<file path="src/rtl/rr_packet_arbiter_pkg.sv">
// Shared router definitions for the output-port arbiters: index typedef,
// default requester count, lock state encoding and an index-width helper.
package rr_packet_arbiter_pkg;

    localparam int ROUTER_PORTS    = 5;
    localparam int N_OF_INPUTS_DEF = ROUTER_PORTS;

    typedef logic [$clog2(ROUTER_PORTS)-1:0] arb_idx_t;

    typedef enum logic {
        ARB_IDLE   = 1'b0,
        ARB_LOCKED = 1'b1
    } arb_state_t;

    // A single requester still needs a one-bit index so ports never collapse to zero width.
    function automatic int idx_width(input int n);
        return (n <= 1) ? 1 : $clog2(n);
    endfunction

endpackage

</file>
<file path="src/rtl/rr_pick_first.sv">
// Finds the first set bit of mask at or after start, wrapping modulo N.
// Works for any N, including non-powers of two.
module rr_pick_first
    import rr_packet_arbiter_pkg::*;
#(
    parameter int N     = N_OF_INPUTS_DEF,
    parameter int IDX_W = idx_width(N)
) (
    input  logic [N-1:0]     mask,
    input  logic [IDX_W-1:0] start,
    output logic [N-1:0]     onehot,
    output logic [IDX_W-1:0] idx
);

    localparam logic [IDX_W:0] N_W = (IDX_W+1)'(N);

    logic [N-1:0]   rotated;
    logic [IDX_W:0] offset;
    logic [IDX_W:0] sum;
    logic           found;

    // Rotating the doubled mask right by start puts the search origin at bit 0,
    // so the lowest set bit of the result is the offset of the winner from start.
    always_comb begin
        rotated = N'({mask, mask} >> start);
        offset  = '0;
        found   = 1'b0;
        for (int i = N - 1; i >= 0; i--) begin
            if (rotated[i]) begin
                offset = (IDX_W+1)'(i);
                found  = 1'b1;
            end
        end
        sum = {1'b0, start} + offset;
        if (sum >= N_W) begin
            sum = sum - N_W;
        end
        idx = found ? sum[IDX_W-1:0] : '0;
        for (int j = 0; j < N; j++) begin
            onehot[j] = found && (sum == (IDX_W+1)'(j));
        end
    end

endmodule

</file>
<file path="src/rtl/rr_packet_arbiter.sv">
// Round-robin wormhole arbiter for one router output port: optional
// high-priority class, grant held from the first accepted flit to the tail.
module rr_packet_arbiter
    import rr_packet_arbiter_pkg::*;
#(
    parameter int N_OF_INPUTS = N_OF_INPUTS_DEF,
    parameter bit HP_EN       = 1'b1,
    parameter int IDX_W       = idx_width(N_OF_INPUTS)
) (
    input  logic                   clk,
    input  logic                   arst,
    input  logic [N_OF_INPUTS-1:0] req_i,
    input  logic [N_OF_INPUTS-1:0] hp_i,
    input  logic                   xfer_i,
    input  logic                   last_i,
    output logic [N_OF_INPUTS-1:0] grant_o,
    output logic [IDX_W-1:0]       grant_idx_o,
    output logic                   locked_o
);

    localparam logic [IDX_W-1:0] LAST_IDX = IDX_W'(N_OF_INPUTS - 1);

    arb_state_t             state;
    logic [IDX_W-1:0]       ptr;
    logic [IDX_W-1:0]       lock_idx;
    logic [N_OF_INPUTS-1:0] hp_req;
    logic [N_OF_INPUTS-1:0] cand;
    logic [N_OF_INPUTS-1:0] pick_onehot;
    logic [N_OF_INPUTS-1:0] lock_onehot;
    logic [IDX_W-1:0]       pick_idx;
    logic [IDX_W-1:0]       next_ptr;
    logic                   grant_any;

    // The hp class only narrows the candidates when someone in it is asking.
    always_comb begin
        hp_req = req_i & hp_i;
        cand   = (HP_EN && (hp_req != '0)) ? hp_req : req_i;
    end

    rr_pick_first #(
        .N     (N_OF_INPUTS),
        .IDX_W (IDX_W)
    ) u_pick (
        .mask   (cand),
        .start  (ptr),
        .onehot (pick_onehot),
        .idx    (pick_idx)
    );

    always_comb begin
        for (int j = 0; j < N_OF_INPUTS; j++) begin
            lock_onehot[j] = (lock_idx == IDX_W'(j));
        end
    end

    always_comb begin
        grant_o     = '0;
        grant_idx_o = '0;
        locked_o    = 1'b0;
        if (!arst) begin
            locked_o = (state == ARB_LOCKED);
            if (state == ARB_LOCKED) begin
                grant_o     = lock_onehot;
                grant_idx_o = lock_idx;
            end else begin
                grant_o     = pick_onehot;
                grant_idx_o = pick_idx;
            end
        end
    end

    assign grant_any = |grant_o;
    assign next_ptr  = (grant_idx_o == LAST_IDX) ? '0 : grant_idx_o + 1'b1;

    // A transfer with nothing granted is ignored so a misbehaving downstream
    // cannot corrupt the rotation or lock state.
    always_ff @(posedge clk) begin
        if (arst) begin
            state    <= ARB_IDLE;
            ptr      <= '0;
            lock_idx <= '0;
        end else if (xfer_i && grant_any) begin
            if (last_i) begin
                state <= ARB_IDLE;
                ptr   <= next_ptr;
            end else if (state == ARB_IDLE) begin
                state    <= ARB_LOCKED;
                lock_idx <= grant_idx_o;
            end
        end
    end

    always_ff @(posedge clk) begin
        if (!arst) begin
            assert (!(xfer_i && !grant_any))
                else $error("rr_packet_arbiter: xfer_i asserted with no grant");
            assert ($onehot0(grant_o))
                else $error("rr_packet_arbiter: grant_o not one-hot");
        end
    end

endmodule

</file>
<file path="config.mk">
export PLATFORM = sky130hd
export DESIGN_NAME = rr_packet_arbiter
export DESIGN_NICKNAME = d
export VERILOG_FILES = /design/src/rtl/rr_packet_arbiter_pkg.sv /design/src/rtl/rr_pick_first.sv /design/src/rtl/rr_packet_arbiter.sv
export SDC_FILE = /design/constraint.sdc
export NUM_CORES = 1
export LEC_CHECK = 0
export BUFFER_PORTS_ARGS = -buffer_cell sky130_fd_sc_hd__buf_2
export CORE_MARGIN = 8
export CORE_UTILIZATION = 30
export CTS_CLUSTER_DIAMETER = 60
export DETAILED_ROUTE_END_ITERATION = 6
export PLACE_DENSITY = 0.51
export SLEW_MARGIN = 0
export SYNTH_ARGS = -nofsm -noshare
export SYNTH_HDL_FRONTEND = slang
export SYNTH_HIERARCHICAL = 1
export SYNTH_SLANG_ARGS = --single-unit
</file>
<file path="constraint.sdc">
create_clock -name clk -period 7.69 [get_ports clk]
set_input_delay 1.538 -clock clk [delete_from_list [all_inputs] [get_ports clk]]
set_output_delay 1.538 -clock clk [all_outputs]
set_load 0.03 [all_outputs]
</file>
==> results of run 1 <==
==> registers in the layout, summed over array words and instances, names as in the netlist <==
register / cells
ptr: 3
state: 1
lock_idx: 3
==> per-layer routing <==
metal,up-vias,wire [um]
li1,661,-
met1,583,1520
met2,27,1610
met3,5,159
met4,0,23
met5,-,0
==> Yosys cell counts (2+ instances only) <==
| master | count | area share |
|---|---|---|
| nand2_1 | 11 | 0.032 |
| mux2_2 | 3 | 0.026 |
| mux2_1 | 3 | 0.026 |
| nor3_1 | 2 | 0.0078 |
| mux2i_1 | 14 | 0.11 |
| nand3_1 | 5 | 0.020 |
| o221ai_1 | 3 | 0.021 |
| buf_6 | 3 | 0.026 |
| xnor2_1 | 2 | 0.014 |
| nor2_1 | 23 | 0.067 |
| o21ai_0 | 2 | 0.0078 |
| clkbuf_1 | 4 | 0.012 |
| a32o_1 | 2 | 0.016 |
| inv_1 | 6 | 0.018 |
| mux2_4 | 2 | 0.023 |
| o21a_1 | 5 | 0.029 |
| a21o_1 | 2 | 0.012 |
| nor3_2 | 2 | 0.016 |
| a21oi_1 | 13 | 0.051 |
| a211oi_1 | 2 | 0.012 |
| a22oi_1 | 2 | 0.012 |
| ha_1 | 7 | 0.068 |
| dfxtp_1 | 7 | 0.11 |
| nand2b_1 | 4 | 0.020 |
==> metrics by stage <==
step / area (um2) / hold slack [ps] / setup slack, ps
CTS: 1490 / 614 / 12.0
floorplan: 1280 / 553 / 99.6
detailed placement: 1440 / 602 / -12.4
global route: 1660 / 643 / -50.3
global placement: 1440 / 597 / 98.9
finish: 1660 / 606 / 195
==> critical path, delay by kind of cell <==
family	cells	cell delay, ps
buf+inv	6	720
fa+ha+maj	3	910
compound gates	8	1750
simple gates	4	600
mux	2	430
==> area by class of cell <==
class / count / share of cell area
multi-input combinational: 140 / 0.724
timing repair buffer: 30 / 0.108
sequential: 7 / 0.0847
tap: 50 / 0.0378
clock buffer: 4 / 0.0272
inverter: 8 / 0.0181
==> what timing repair did <==
action,CTS,global route
setup endpoints to repair,1,6
pin swaps,2,13
resized for setup,1,29
buffers inserted,0,2
==> path summary, 6_finish.rpt <==
kind | from | endpoint | slack, ps
worst max register to register | ptr[1] | ptr[0] | 2590
worst min-delay path | lock_idx[0] | lock_idx[0] | 610
worst min register to register | lock_idx[0] | lock_idx[0] | 610
worst max-delay path | req_i[1] | grant_o[2] | 200
==> kinds of logic after synthesis <==
| family | Yosys count | share of synthesized area |
|---|---|---|
| fa+ha+maj | 8 | 0.0841 |
| mux | 22 | 0.186 |
| xor+xnor | 4 | 0.0332 |
| simple gates | 61 | 0.254 |
| buf+inv | 16 | 0.0655 |
| compound gates | 45 | 0.268 |
| flops | 7 | 0.109 |
==> flow_metrics.py, run 1 <==
metrics = {
    "status": {
        "status": "completed",
    },
    "timing": {
        "tightest_slew_ps": 679,
        "tns_ps": 0,
        "clock.fmax_ghz": 0.133,
        "fin_crit_ps": 7490,
        "setup_viol": 0,
        "slew_headroom": 0.547,
        "finalHoldViolCount": 0,
        "drv_slew": 0,
        "skew_ps": 4.96,
        "min_period_over_period": 0.975,
    },
    "floorplanning": {
        "dieHeight_um": 81.3,
        "die_w_um": 81.3,
        "std_cell_rows": 23,
        "initial_core_util": 0.315,
        "core_um2": 4060,
        "dieArea_um2": 6610,
        "io_pins": 23,
    },
    "synthesis": {
        "syn_inst": 163,
        "ys_ff_latch": 7,
        "yosysSeqAreaShare": 0.109,
        "async_flop_share": 0,
        "yosysWarnings": 6,
        "synth_cell_types": 58,
        "synth_edf_count": 0,
        "synth_ff_type": "dfxtp_1",
        "syn_avg_cell_area_um2": 7.85,
        "synth_area_um2": 1280,
        "synth.net_count": 185,
    },
    "routing": {
        "dr.pass1.iters": 4,
        "drcViolationCount": 0,
        "vias": 1276,
        "avgViaCountPerCell": 5.34,
        "ant_nets": 0,
        "wl_um": 3310,
        "wire_per_inst_um": 13.9,
        "drtIter0Drc": 92,
    },
    "placed_design": {
        "dp.cells": 233,
        "hpwl_um": 2560,
        "port_buffers": 22,
        "place_congestion": 0.823,
    },
    "clock_tree": {
        "cts.path.max_buffers": 2,
        "cts_max_level": 1,
        "cts_tree": "yes",
        "holdBufCountCts": 0,
        "clkLatencyLatePin_ps": 230,
        "numCtsBuffers": 3,
        "path_clk_slew_ps": 40,
        "cts_num_sinks": 7,
        "cts_root_buf": "clkbuf_8",
    },
    "critical_path": {
        "crit_slowest_cell": "fa_1",
        "criticalPathCategory": "primary input to output port",
        "worstRegToRegCells": 17,
        "critPathMaxFanout": 5,
        "startpoint_type": "primary input",
        "end_kind": "output port",
        "crit_path_cell_trace": "buf_2, a222oi_1, inv_1, a221oi_2, buf_4, o21a_4, mux2i_4, o221ai_2, o22ai_1, a32o_1, ha_2, fa_1, inv_2, ha_4, nand2b_4, a221oi_4, mux2_4, nand2b_4, nor3_4, inv_1, o32a_1, nor2_1, buf_4",
        "max_stage_delay_ps": 550,
        "crit_arrival_ps": 5960,
        "required_ps": 6150,
    },
    "global_route": {
        "track_usage": 0.0968,
        "use_met1": 0.115,
        "grt_pass1_vias": 1239,
        "met3_usage": 0.0232,
        "top_usage_layer": "met2",
        "grt_max_degree": 18,
        "grt_first_pass_wirelength_um": 5290,
        "antenna_found_initial": 0,
        "overflow": 0,
        "use_met2": 0.168,
    },
    "layout": {
        "regArea_um2": 140,
        "antenna-diode-count": 0,
        "n_fill_cell": 406,
        "stdcell_count": 239,
        "synthToLayoutAreaGrowth_pct": 29.3,
        "layout_commonest_cell": "nor2_1",
        "final_cell_mix": "nor2_1, buf_2, a21oi_1, mux2i_1, nand2_1",
        "final_core_util": 0.408,
        "drive_gt1_frac": 0.370,
        "multi_input_comb_area_um2": 1200,
        "fin_nets": 212,
    },
    "hold_path": {
        "worstHoldPathCells": 2,
        "hold_path_class": "register to register",
    },
    "run": {
        "maxCapViolations": 0,
    },
}
Power of run 1 is not shown: default switching activity piles up to over one toggle a cycle in this logic, so the estimate is an artifact.
==> inputs of run 2 (changes only) <==
--- a/config.mk
+++ b/config.mk
@@ -14,5 +14,4 @@
 export SLEW_MARGIN = 0
 export SYNTH_ARGS = -nofsm -noshare
 export SYNTH_HDL_FRONTEND = slang
-export SYNTH_HIERARCHICAL = 1
 export SYNTH_SLANG_ARGS = --single-unit
==> run 2 against run 1 <==
  * Global-route usage rose by 1.1 points
  * Utilization down 4.6 points
  * Via count up 13%
  * Register-to-register slack worse by 720 ps
  * Flip-flop and latch count is the same
  * Maximum frequency increased by 3.9%
  * First-iteration DRC count shrank 37%
  * Hold slack improved by 69 ps
  * Critical endpoint is now grant_o[1]
==> flow_metrics.py, run 2 <==
metrics = {
    "critical_path": {
        "startpoint_type": "primary input",
        "crit_arrival_ps": 5680,
        "crit_path_end": "grant_o[1]",
        "r2r_end": "ptr[2]",
        "end_kind": "output port",
        "critical_path.startpoint": "req_i[0]",
        "required_ps": 6150,
        "critPathMaxFanout": 7,
        "worstRegToRegCells": 27,
        "criticalPathCategory": "primary input to output port",
        "r2r_start": "ptr[0]",
        "r2r_slack_ps": 1870,
    },
    "layout": {
        "layout_commonest_cell": "nand2_1",
        "antenna-diode-count": 0,
        "regArea_um2": 140,
        "n_fill_cell": 474,
        "reg.largest.list": "lock_idx (3), ptr (3), state (1)",
        "synthToLayoutAreaGrowth_pct": 18.4,
        "fin_nets": 226,
        "multi_input_comb_area_um2": 1120,
        "final_cell_mix": "nand2_1, buf_2, nor2_1, nand3_1, inv_1",
        "drive_gt1_frac": 0.227,
    },
    "synthesis": {
        "async_flop_share": 0,
        "yosysSeqAreaShare": 0.108,
        "synth.net_count": 205,
        "yosysTopAreaCellShare": 0.108,
        "synth_edf_count": 0,
        "ys_ff_latch": 7,
        "synth_ff_type": "dfxtp_1",
        "synth_area_um2": 1300,
        "yosysWarnings": 0,
        "synthTopCellsByCount": "nand2_1, nor2_1, nand3_1, o21ai_0, inv_1",
        "syn_inst": 183,
        "syn_avg_cell_area_um2": 7.12,
        "yosysMostFrequentCell": "nand2_1",
        "synth_top_area_cell": "dfxtp_1",
        "synth_top_cells_by_area": "dfxtp_1, ha_1, nand2_1",
        "synth_cell_types": 56,
    },
    "global_route": {
        "grt_first_pass_wirelength_um": 5990,
        "antenna_found_initial": 0,
        "track_usage": 0.108,
        "overflow": 0,
        "grt_pass1_vias": 1341,
        "grt_max_degree": 22,
    },
    "routing": {
        "vias": 1437,
        "dr.pass1.iters": 4,
        "wirelength_met1_um": 1730,
        "wire_per_inst_um": 14.0,
        "avgViaCountPerCell": 5.64,
        "ant_nets": 0,
        "wl_um": 3580,
        "wl_met3_um": 217,
        "drtIter0Drc": 58,
        "wl_met2_um": 1610,
        "drcViolationCount": 0,
        "top_layer_used": "met4",
    },
    "clock_tree": {
        "clkLatencyLatePin_ps": 220,
        "cts_root_buf": "clkbuf_8",
        "cts_tree": "yes",
        "cts.path.max_buffers": 2,
        "numCtsBuffers": 3,
        "cts_max_level": 1,
        "holdBufCountCts": 0,
        "path_clk_slew_ps": 40,
        "cts_num_sinks": 7,
    },
    "floorplanning": {
        "core_um2": 4260,
        "dieArea_um2": 6710,
        "std_cell_rows": 24,
        "io_pins": 23,
        "die_w_um": 81.9,
        "dieHeight_um": 81.9,
        "initial_core_util": 0.305,
    },
    "timing": {
        "tightest_slew_ps": 667,
        "min_period_over_period": 0.938,
        "finalHoldViolCount": 0,
        "tns_ps": 0,
        "hold_slack_ps": 675,
        "clock.fmax_ghz": 0.139,
        "rsz0062_at_grt": "no",
        "slew_headroom": 0.555,
        "setup_viol": 0,
        "skew_ps": 2.25,
        "fin_crit_ps": 7210,
        "drv_slew": 0,
    },
    "status": {
        "status": "completed",
    },
    "power_and_ir_drop": {
        "p_total_mw": 0.725,
        "power_density_nw_per_um2": 470,
        "ir_drop_uv": 277,
        "leakagePower_nw": 0.649,
    },
    "hold_path": {
        "hold_path_class": "register to register",
    },
    "placed_design": {
        "place_congestion": 0.758,
        "port_buffers": 22,
        "hpwl_um": 2800,
    },
    "run": {
        "maxCapViolations": 0,
    },
}
[run 2: cell count changes in the layout (fill, tap and decap cells not counted), sizes merged, moves of 5 or more]
cell   previous run  this run
o21ai             3        11
nand3             5        14
nor2             23        15
buf              30        21
nand2            11        20
a21oi            13         8
mux2i            14         7
[run 2: through the flow]
stage / instances / area, um2 / utilization / worst slack (ps)
detailed placement: 250 / 1450 / 0.340 / 270
global route: 255 / 1540 / 0.362 / 27.5
floorplan: 183 / 1300 / - / 410
global placement: 250 / 1450 / 0.340 / 315
CTS: 254 / 1500 / 0.351 / 239
finish: 255 / 1540 / 0.362 / 477
[run 2: timing repair]
item	4_1_cts	5_1_grt
endpoints found under the setup margin	0	7
setup buffers	0	1
gates resized for setup	0	12
[run 2: cell type report]
cell class / instances / share of cell area
Clock buffer: 4 / 0.0292
Inverter: 10 / 0.0243
Multi-Input combinational cell: 158 / 0.727
Sequential cell: 7 / 0.0908
Tap cell: 52 / 0.0422
Timing Repair Buffer: 24 / 0.0860
[run 2: per-layer routing]
| layer | track usage | vias up |
|---|---|---|
| met5 | 0 | - |
| met4 | 0.00877 | 0 |
| met3 | 0.0328 | 2 |
| met2 | 0.177 | 33 |
| met1 | 0.139 | 659 |
| li1 | - | 743 |
[run 2: worst max-delay path: stages]
cell and delay [ps]:
buf_2 130, a222oi_1 340, buf_4 210, nand3_1 130, o21a_1 210, a211oi_1 220, a21oi_1 140, nand2b_1 220
nand2_1 70, nand2_1 50, o21ai_0 180, ha_1 200, inv_1 60, fa_2 580, ha_1 220, nor2b_2 170
o21ai_2 120, xnor2_2 300, and3_1 220, a22oi_1 80, nor2_1 90, buf_2 200
[run 2: logic make-up (layout without fill, tap and decap cells)]
group | Yosys count | count (layout) | share of synthesized area
simple gates | 74 | 74 | 0.294
compound gates | 62 | 62 | 0.353
buf+inv | 18 | 38 | 0.0547
mux | 11 | 11 | 0.0884
fa+ha+maj | 8 | 8 | 0.0826
flops | 7 | 7 | 0.108
xor+xnor | 3 | 3 | 0.0202
[run 2: how the worst min path moves through the flow]
stage	start	end	slack, ps	cells after the start
after floorplan	lock_idx[0]	ptr[0]	630	3
after global placement	state	state	670	2
after detailed placement	state	state	660	2
after CTS	state	state	670	2
after global routing	state	state	730	2
final	state	state	670	2
[run 2: power by group]
group	total, mW	switching, mW	internal (mW)
combinational	0.600	0.357	0.243
sequential	0.0754	0.0306	0.0448
clock	0.0500	0.0143	0.0357
No activity file was read; power rests on OpenSTA's default activity.
